<file path="config.mk">
export PLATFORM = sky130hd
export DESIGN_NAME = span_expander
export DESIGN_NICKNAME = d
export VERILOG_FILES = /design/src/rtl/span_expander.sv
export SDC_FILE = /design/constraint.sdc
export NUM_CORES = 1
export LEC_CHECK = 0
export CORE_ASPECT_RATIO = 1.25
export CORE_MARGIN = 1.5
export CORE_UTILIZATION = 40
export DETAILED_ROUTE_END_ITERATION = 7
export PLACE_DENSITY = 0.72
export SETUP_SLACK_MARGIN = 0.05
export SLEW_MARGIN = 20
export SYNTH_ARGS = -nofsm -noshare
export SYNTH_HDL_FRONTEND = slang
export SYNTH_SLANG_ARGS = --single-unit
</file>
<file path="constraint.sdc">
create_clock -name CLOCK_50 -period 3.1 [get_ports CLOCK_50]
set_input_delay 0.465 -clock CLOCK_50 [delete_from_list [all_inputs] [get_ports CLOCK_50]]
set_output_delay 0.465 -clock CLOCK_50 [all_outputs]
set_load 0.1 [all_outputs]
</file>
<file path="src/rtl/span_expander.sv">
// Walks the rasterizer's span table in SRAM and expands each (left, right, y) record
// into a stream of (x, y) pixels with a valid/ready handshake towards the fill stage.
module span_expander #(
  parameter int ADDR_W    = 18,
  parameter int DATA_W    = 31,
  parameter int X_W       = 11,
  parameter int Y_W       = 9,
  parameter int BASE_ADDR = 15,
  parameter int MEM_LAT   = 1
) (
  input  logic              CLOCK_50,
  input  logic              rst_n,
  input  logic              start,
  input  logic [ADDR_W-1:0] span_count,
  output logic [ADDR_W-1:0] mem_addr,
  output logic              mem_rd,
  input  logic [DATA_W-1:0] mem_data,
  output logic              pix_valid,
  input  logic              pix_ready,
  output logic [X_W-1:0]    pix_x,
  output logic [Y_W-1:0]    pix_y,
  output logic              pix_last,
  output logic              busy,
  output logic              done,
  output logic [7:0]        err_cnt
);

  typedef enum logic [2:0] {
    S_IDLE,
    S_FETCH,
    S_WAIT,
    S_EMIT,
    S_NEXT,
    S_DONE
  } state_t;

  state_t            state_q, state_d;
  logic [ADDR_W-1:0] count_q, count_d;
  logic [ADDR_W-1:0] rec_idx_q, rec_idx_d;
  logic [ADDR_W-1:0] mem_addr_q, mem_addr_d;
  logic              mem_rd_q, mem_rd_d;
  logic [1:0]        lat_q, lat_d;
  logic [X_W-1:0]    right_q, right_d;
  logic              last_rec_q, last_rec_d;
  logic              pix_valid_q, pix_valid_d;
  logic [X_W-1:0]    pix_x_q, pix_x_d;
  logic [Y_W-1:0]    pix_y_q, pix_y_d;
  logic              pix_last_q, pix_last_d;
  logic              busy_q, busy_d;
  logic              done_q, done_d;
  logic [7:0]        err_cnt_q, err_cnt_d;

  logic [X_W-1:0]    rec_left;
  logic [X_W-1:0]    rec_right;
  logic [Y_W-1:0]    rec_y;
  logic [ADDR_W-1:0] next_idx;
  logic              is_last_rec;

  assign rec_left    = mem_data[X_W-1:0];
  assign rec_right   = mem_data[2*X_W-1:X_W];
  assign rec_y       = mem_data[2*X_W+Y_W-1:2*X_W];
  assign next_idx    = rec_idx_q + ADDR_W'(1);
  assign is_last_rec = (rec_idx_q == count_q - ADDR_W'(1));

  always_comb begin
    state_d     = state_q;
    count_d     = count_q;
    rec_idx_d   = rec_idx_q;
    mem_addr_d  = mem_addr_q;
    mem_rd_d    = 1'b0;
    lat_d       = lat_q;
    right_d     = right_q;
    last_rec_d  = last_rec_q;
    pix_valid_d = pix_valid_q;
    pix_x_d     = pix_x_q;
    pix_y_d     = pix_y_q;
    pix_last_d  = pix_last_q;
    busy_d      = busy_q;
    done_d      = 1'b0;
    err_cnt_d   = err_cnt_q;

    case (state_q)
      S_IDLE: begin
        if (start) begin
          if (span_count != '0) begin
            count_d    = span_count;
            err_cnt_d  = 8'd0;
            rec_idx_d  = '0;
            busy_d     = 1'b1;
            mem_rd_d   = 1'b1;
            mem_addr_d = ADDR_W'(BASE_ADDR);
            state_d    = S_FETCH;
          end else begin
            done_d = 1'b1;
          end
        end
      end

      S_FETCH: begin
        lat_d   = 2'd1;
        state_d = S_WAIT;
      end

      // The record is captured in the cycle its data arrives; pix_last is
      // decided here already so it lines up with a single-pixel span.
      S_WAIT: begin
        if (lat_q == 2'(MEM_LAT)) begin
          if (rec_left > rec_right) begin
            if (err_cnt_q != 8'hFF) begin
              err_cnt_d = err_cnt_q + 8'd1;
            end
            state_d = S_NEXT;
          end else begin
            right_d     = rec_right;
            last_rec_d  = is_last_rec;
            pix_valid_d = 1'b1;
            pix_x_d     = rec_left;
            pix_y_d     = rec_y;
            pix_last_d  = is_last_rec && (rec_left == rec_right);
            state_d     = S_EMIT;
          end
        end else begin
          lat_d = lat_q + 2'd1;
        end
      end

      S_EMIT: begin
        if (pix_valid_q && pix_ready) begin
          if (pix_x_q < right_q) begin
            pix_x_d    = pix_x_q + X_W'(1);
            pix_last_d = last_rec_q && ((pix_x_q + X_W'(1)) == right_q);
          end else begin
            pix_valid_d = 1'b0;
            pix_last_d  = 1'b0;
            state_d     = S_NEXT;
          end
        end
      end

      S_NEXT: begin
        rec_idx_d = next_idx;
        if (next_idx < count_q) begin
          mem_rd_d   = 1'b1;
          mem_addr_d = ADDR_W'(BASE_ADDR) + next_idx;
          state_d    = S_FETCH;
        end else begin
          busy_d  = 1'b0;
          done_d  = 1'b1;
          state_d = S_DONE;
        end
      end

      S_DONE: begin
        state_d = S_IDLE;
      end

      default: begin
        state_d = S_IDLE;
      end
    endcase
  end

  always_ff @(posedge CLOCK_50) begin
    if (!rst_n) begin
      state_q     <= S_IDLE;
      count_q     <= '0;
      rec_idx_q   <= '0;
      mem_addr_q  <= '0;
      mem_rd_q    <= 1'b0;
      lat_q       <= 2'd0;
      right_q     <= '0;
      last_rec_q  <= 1'b0;
      pix_valid_q <= 1'b0;
      pix_x_q     <= '0;
      pix_y_q     <= '0;
      pix_last_q  <= 1'b0;
      busy_q      <= 1'b0;
      done_q      <= 1'b0;
      err_cnt_q   <= 8'd0;
    end else begin
      state_q     <= state_d;
      count_q     <= count_d;
      rec_idx_q   <= rec_idx_d;
      mem_addr_q  <= mem_addr_d;
      mem_rd_q    <= mem_rd_d;
      lat_q       <= lat_d;
      right_q     <= right_d;
      last_rec_q  <= last_rec_d;
      pix_valid_q <= pix_valid_d;
      pix_x_q     <= pix_x_d;
      pix_y_q     <= pix_y_d;
      pix_last_q  <= pix_last_d;
      busy_q      <= busy_d;
      done_q      <= done_d;
      err_cnt_q   <= err_cnt_d;
    end
  end

  assign mem_addr  = mem_addr_q;
  assign mem_rd    = mem_rd_q;
  assign pix_valid = pix_valid_q;
  assign pix_x     = pix_x_q;
  assign pix_y     = pix_y_q;
  assign pix_last  = pix_last_q;
  assign busy      = busy_q;
  assign done      = done_q;
  assign err_cnt   = err_cnt_q;

endmodule

</file>
# Word level (Yosys, flattened, before mapping)

Index checks and enable logic that the tools add are counted.

Bits in registers: 104
Input bits: 53
Output and inout bits: 51
Logic and storage cells: 116

Add/sub/neg operators: 6
Order comparisons: 3
Eq/ne operators: 21
Mux-type cells: 50
Bitwise logic cells: 1
Reduce and logical (&&, ||, !) cells: 20

Operators by type and width:

| cell                                                | number |
|---|---|
| 2-to-1 mux 18 bit                                   | 5 |
| case mux 18 bit (2 select lines)                    | 2 |
| 2-to-1 mux 11 bit                                   | 4 |
| 2-to-1 mux 8 bit                                    | 5 |
| inequality test 2 bit (second input constant)       | 12 |
| == test 11 bit                                      | 2 |
| case mux 11 bit (2 select lines)                    | 1 |
| 2-to-1 mux 3 bit                                    | 7 |
| adder 18 x 1 -> 18 bit (second input constant)      | 1 |
| adder 4 x 18 -> 18 bit (first input constant)       | 1 |
| == test 18 bit                                      | 1 |
| less-than comparator 18 bit                         | 1 |
| nonzero test 18 bit                                 | 1 |
| subtractor 18 x 1 -> 18 bit (second input constant) | 1 |
| 2-to-1 mux 1 bit                                    | 17 |
| case mux 8 bit (2 select lines)                     | 1 |
| case mux 3 bit (5 select lines)                     | 1 |
| AND reduction 5 bit                                 | 3 |
| AND reduction 4 bit                                 | 3 |
| adder 11 x 1 -> 11 bit (second input constant)      | 1 |
| greater-than comparator 11 bit                      | 1 |
| less-than comparator 11 bit                         | 1 |
| case mux 1 bit (2 select lines)                     | 5 |
| AND reduction 3 bit                                 | 3 |
| other kinds (15)                                    | 21 |

# Longest topological paths before layout

Word-level depth: 6
Mapped depth: 15
Mapped depth without buffers: 12

# Worst setup path before layout

Ideal clock, no wire load.

Kind: reg-to-reg
From: reg rec_idx_q[0]
To: reg mem_addr_q[10] (netlist: mem_addr[10])
Library setup time: 0.062 ns
Arrival: 3.261 ns
Data required time: 3.038 ns
Path slack: -0.224 ns
Stages on the path, launching flop included: 14
Buffers on the path: 1
Clock period less this slack: 3.324 ns
Cells stage by stage: dfxtp_1 ha_1 nand3_1 nor4_2 xnor2_1 inv_1 ha_1 nand2_1 o21ai_0 nor3_1 o31a_1 o31ai_1 clkbuf_1 a22o_1

Cells in the longest elaborated chain, start to end: 4
Elaborated cells on any way between the ends: 7
Those cells by class: add/sub (2); order compare (1); eq/ne (1); mux (2); reduce/logical (1)

RTL lines:

| element                                                                 | line     | source |
|---|---|---|
| start: declaration                                                      | 39       | `logic [ADDR_W-1:0] rec_idx_q, rec_idx_d;` |
| start signal: assignment                                                | 183      | `rec_idx_q <= rec_idx_d;` |
| adder 18 x 1 -> 18 bit *                                                | 62       | `assign next_idx = rec_idx_q + ADDR_W'(1);` |
| adder 4 x 18 -> 18 bit or less-than comparator 18 bit (tied branches)   | 144, 142 |  |
| 2-to-1 mux 18 bit or inequality test 2 bit (tied branches)              | -        |  |
| case mux 18 bit (2 select lines) or AND reduction 4 bit (tied branches) | -        |  |
| end signal: assignment                                                  | 184      | `mem_addr_q <= mem_addr_d;` |
| end: declaration                                                        | 40       | `logic [ADDR_W-1:0] mem_addr_q, mem_addr_d;` |

Mark *: on every way between the ends. The rest lies on a longest branch, timed or not. The select of a mux whose other input is x is not followed.
A chain may end at the register's enable or synchronous reset.

# Final worst setup path

From: reg rec_idx_q[0]
To: reg mem_addr_q[9] (netlist: mem_addr[9])

Same word-level chain as after synthesis.

==> impl_results.md <==
* Initial core utilization at approximately 41%
* Hold crit path type: reg2reg
* Cell taking the most area after synthesis: dfxtp_1
* Leak pwr at 3.846 nW
* List of most frequent post-synthesis cells: 104 x a21oi_1, 104 x dfxtp_1, 92 x nand2_1
* Post-Layout Cell Count at ~1300
* DP HPWL at around 16000 um
* Dominant synthesized flop cell: dfxtp_1
* RSZ-0062 raised after global routing: true
* Final worst path period share at 103.3%
* Core Util, Final at approximately 55%
* Critical R2R Capture: mem_addr[9]
* Final slew viol count at 0
* # nets final at 1170
* CTS Sinks at 104
* Reg clk slew, reported paths at approximately 70 ps
* H-tree levels at 3
* # rows at 53
* I/O pin count at between 100 and 150
* Synth Area per Inst at between 7 and 8 um^2
* Worst vdd ir at 0.0003384 V
* Sequential fraction of the synthesis area at about 30%
* Die X at roughly 120 um
* CTS tree: done
* Synth Net Count at a little under 1000
* Vias in the first global route at 6967
* Crit-path max FO at 7
* Worst slew pin tran at 768.5 ps
* Critical Path RT at 3350 ps
* Residual DRC at 0
* Largest net degree at the start of global routing at 29
* EDFF count, synth at 0
* Post-DRT Antenna Nets at 0
* Setup crit start kind: flop
* Fin crit period at roughly 3200 ps
* Root Driver: clkbuf_16
* GPL Wtd Cong at around 0.94
* Worst Hold Endpoint: pix_y[0]
* Critical Path AT at ~3500 ps
* Vias per inst at around 5.7
* Violation count after the first detailed-routing iteration at about 530
* CTS max path bufs at 2
* Status: complete, but fails checks
* Total global-route track usage at 23.33%
* Slew headroom at around 49%
* Setup TNS at -1230 ps
* Fmax achieved at 312.2 MHz
* Congestion Overflow GR at 0
* Yosys top cell area share at 29.85%
* Die footprint at approximately 0.018 mm^2
* Number of CTS-inserted buffers at 9
* Synthesized area at 0.006975 mm^2
* Hold path start: pix_y[0]
* Clock network latency to the later pin of the worst-skew pair at between 300 and 400 ps
* R2R cell count at 16
* Setup Skew at between 7 and 8 ps
* Final WS setup at -103.5 ps
* Die H at 150.6 um
* Mapped Cells at between 800 and 900
* Antenna cell count at 0
* Core area at approximately 0.017 mm^2
* First-pass GRT wire length at 33690 um
* Layout cells sized above 1 at around 22%
* Min-Delay Path Depth at 2
* Routed WL at roughly 22000 um
* PwrDens at between 500 and 600 mW/mm^2
* CP Class: reg2reg
* Initial antenna violation count at 0
* Area contributors post-synth: dfxtp_1 30%, ha_1 8.1%, a21oi_1 7.5%, xnor2_1 5.7%, nand2_1 5.0%
* Yosys Warn Count at 0
* DR WL/cell at approximately 17 um
* Setup-failing EPs final at 15
* Async SR Flop Fraction at 0%
* Synthesis-to-finish area growth at 33.88%
* Max-cap violations at 0
* Post-CTS Hold Fix Bufs at 0
* Drt pass-1 iters at 5
* Critical Path End Type: flop
* Post-synthesis cell type count at approximately 70
* FF-to-FF setup slack at -100 ps
* Routed via count at approximately 7400
* Placed Cells at between 1000 and 1500
* Violated checks: negative setup slack
* Yosys reg bits at 104
* Reg-to-reg startpoint: rec_idx_q[0]
* Tot Pwr at 5.276 mW
* Port Buffers at 103
* Final hold viol count at 0
-- per-layer routing --
metal / up-vias / global-route usage, % / share of wire, %
met2: 243 / 41.99 / 51
met3: 65 / 3.258 / 4.3
met5: - / 0 / 0
li1: 3572 / - / -
met1: 3567 / 26.95 / 41
met4: 0 / 11.59 / 3.6
-- power breakdown --
group | switching [mW] | total [mW] | internal [mW]
clock network | 0.535 | 1.19 | 0.653
registers | 0.189 | 1.66 | 1.47
logic | 1.50 | 2.43 | 0.930
-- worst max-delay path, stage by stage, from the launching register on --
cell and delay, ps:
dfxtp_2 350, buf_6 110, nand4_1 190, nor4_4 330, buf_6 170, nand3_4 90, xnor2_2 170, ha_1 310
a21o_1 160, a21o_1 160, a21oi_2 110, o31a_1 230, buf_4 150, o31ai_4 60, buf_12 150, buf_12 130
a22o_1 220
-- registers in the layout, indices dropped and copies added, names as in the netlist --
signal,flops
pix_valid,1
state_q,3
mem_addr,18
lat_q,2
pix_last,1
rec_idx_q,18
mem_rd,1
pix_y,9
last_rec_q,1
busy,1
count_q,18
right_q,11
err_cnt,8
done,1
pix_x,11
-- cell usage in the layout, fill, tap and decap left out, types with 5 or more instances in the layout --
cell type / n
buf_4: 156
a21oi_1: 102
dfxtp_1: 97
nand2_1: 92
nor2_1: 71
inv_1: 54
clkdlybuf4s50_1: 52
ha_1: 42
xnor2_1: 41
nand3_1: 33
o21ai_0: 28
nor3_1: 22
nand4_1: 16
xor2_1: 16
a22oi_1: 13
a22o_1: 13
and3_1: 10
o211ai_1: 10
o31ai_1: 9
nor4_1: 9
clkbuf_16: 9
a21o_1: 8
nor2b_1: 8
or3_1: 8
or4_1: 7
buf_6: 7
dfxtp_2: 7
nand2b_1: 6
o221a_2: 6
a31oi_1: 6
o32ai_1: 5
a41oi_1: 5
-- kinds of logic after synthesis --
family / count (synthesis) / share of synthesized area [%]
XOR/XNOR: 63 / 7.910
AND/OR/NAND/NOR: 321 / 23.16
adder cells (fa/ha/maj): 45 / 8.072
AO/OA/AOI/OAI: 248 / 23.10
flip-flops: 104 / 29.85
buffers and inverters: 113 / 7.462
multiplexers: 3 / 0.4484
-- area by class of cell --
| cell class | count | area [um^2] |
|---|---|---|
| timing repair buffer | 220 | 1878 |
| inverter | 57 | 214.0 |
| multi-input combinational | 680 | 4576 |
| clock buffer | 10 | 239.0 |
| tap | 220 | 275.3 |
| fill | 1611 | 7637 |
| clock inverter | 5 | 66.31 |
| sequential | 104 | 2091 |
-- repair_timing --
item,4_1_cts,5_1_grt
gates resized for setup,24,19
pin swaps,7,13
endpoints found under the setup margin,19,21
setup buffers,31,6
gates cloned,1,0
-- worst max path at each step --
stage | start | end
finish | rec_idx_q[0] | mem_addr[9]
CTS | rec_idx_q[0] | mem_addr[7]
global route | rec_idx_q[0] | mem_addr[11]
floorplan | rec_idx_q[0] | mem_addr[10]
global placement | rec_idx_q[0] | mem_addr[16]
detailed placement | rec_idx_q[0] | mem_addr[16]
-- per-stage QoR --
| stage | area, um^2 | worst slack [ps] | hold slack [ps] |
|---|---|---|---|
| detailed placement | 8523 | -127.7 | 449.0 |
| finish | 9339 | -103.5 | 454.9 |
| floorplan | 7025 | 89.21 | 431.9 |
| global placement | 8523 | -48.91 | 439.1 |
| CTS | 9190 | 26.04 | 459.2 |
| global route | 9339 | -181.6 | 480.2 |
No activity file was read; power rests on OpenSTA's default activity.
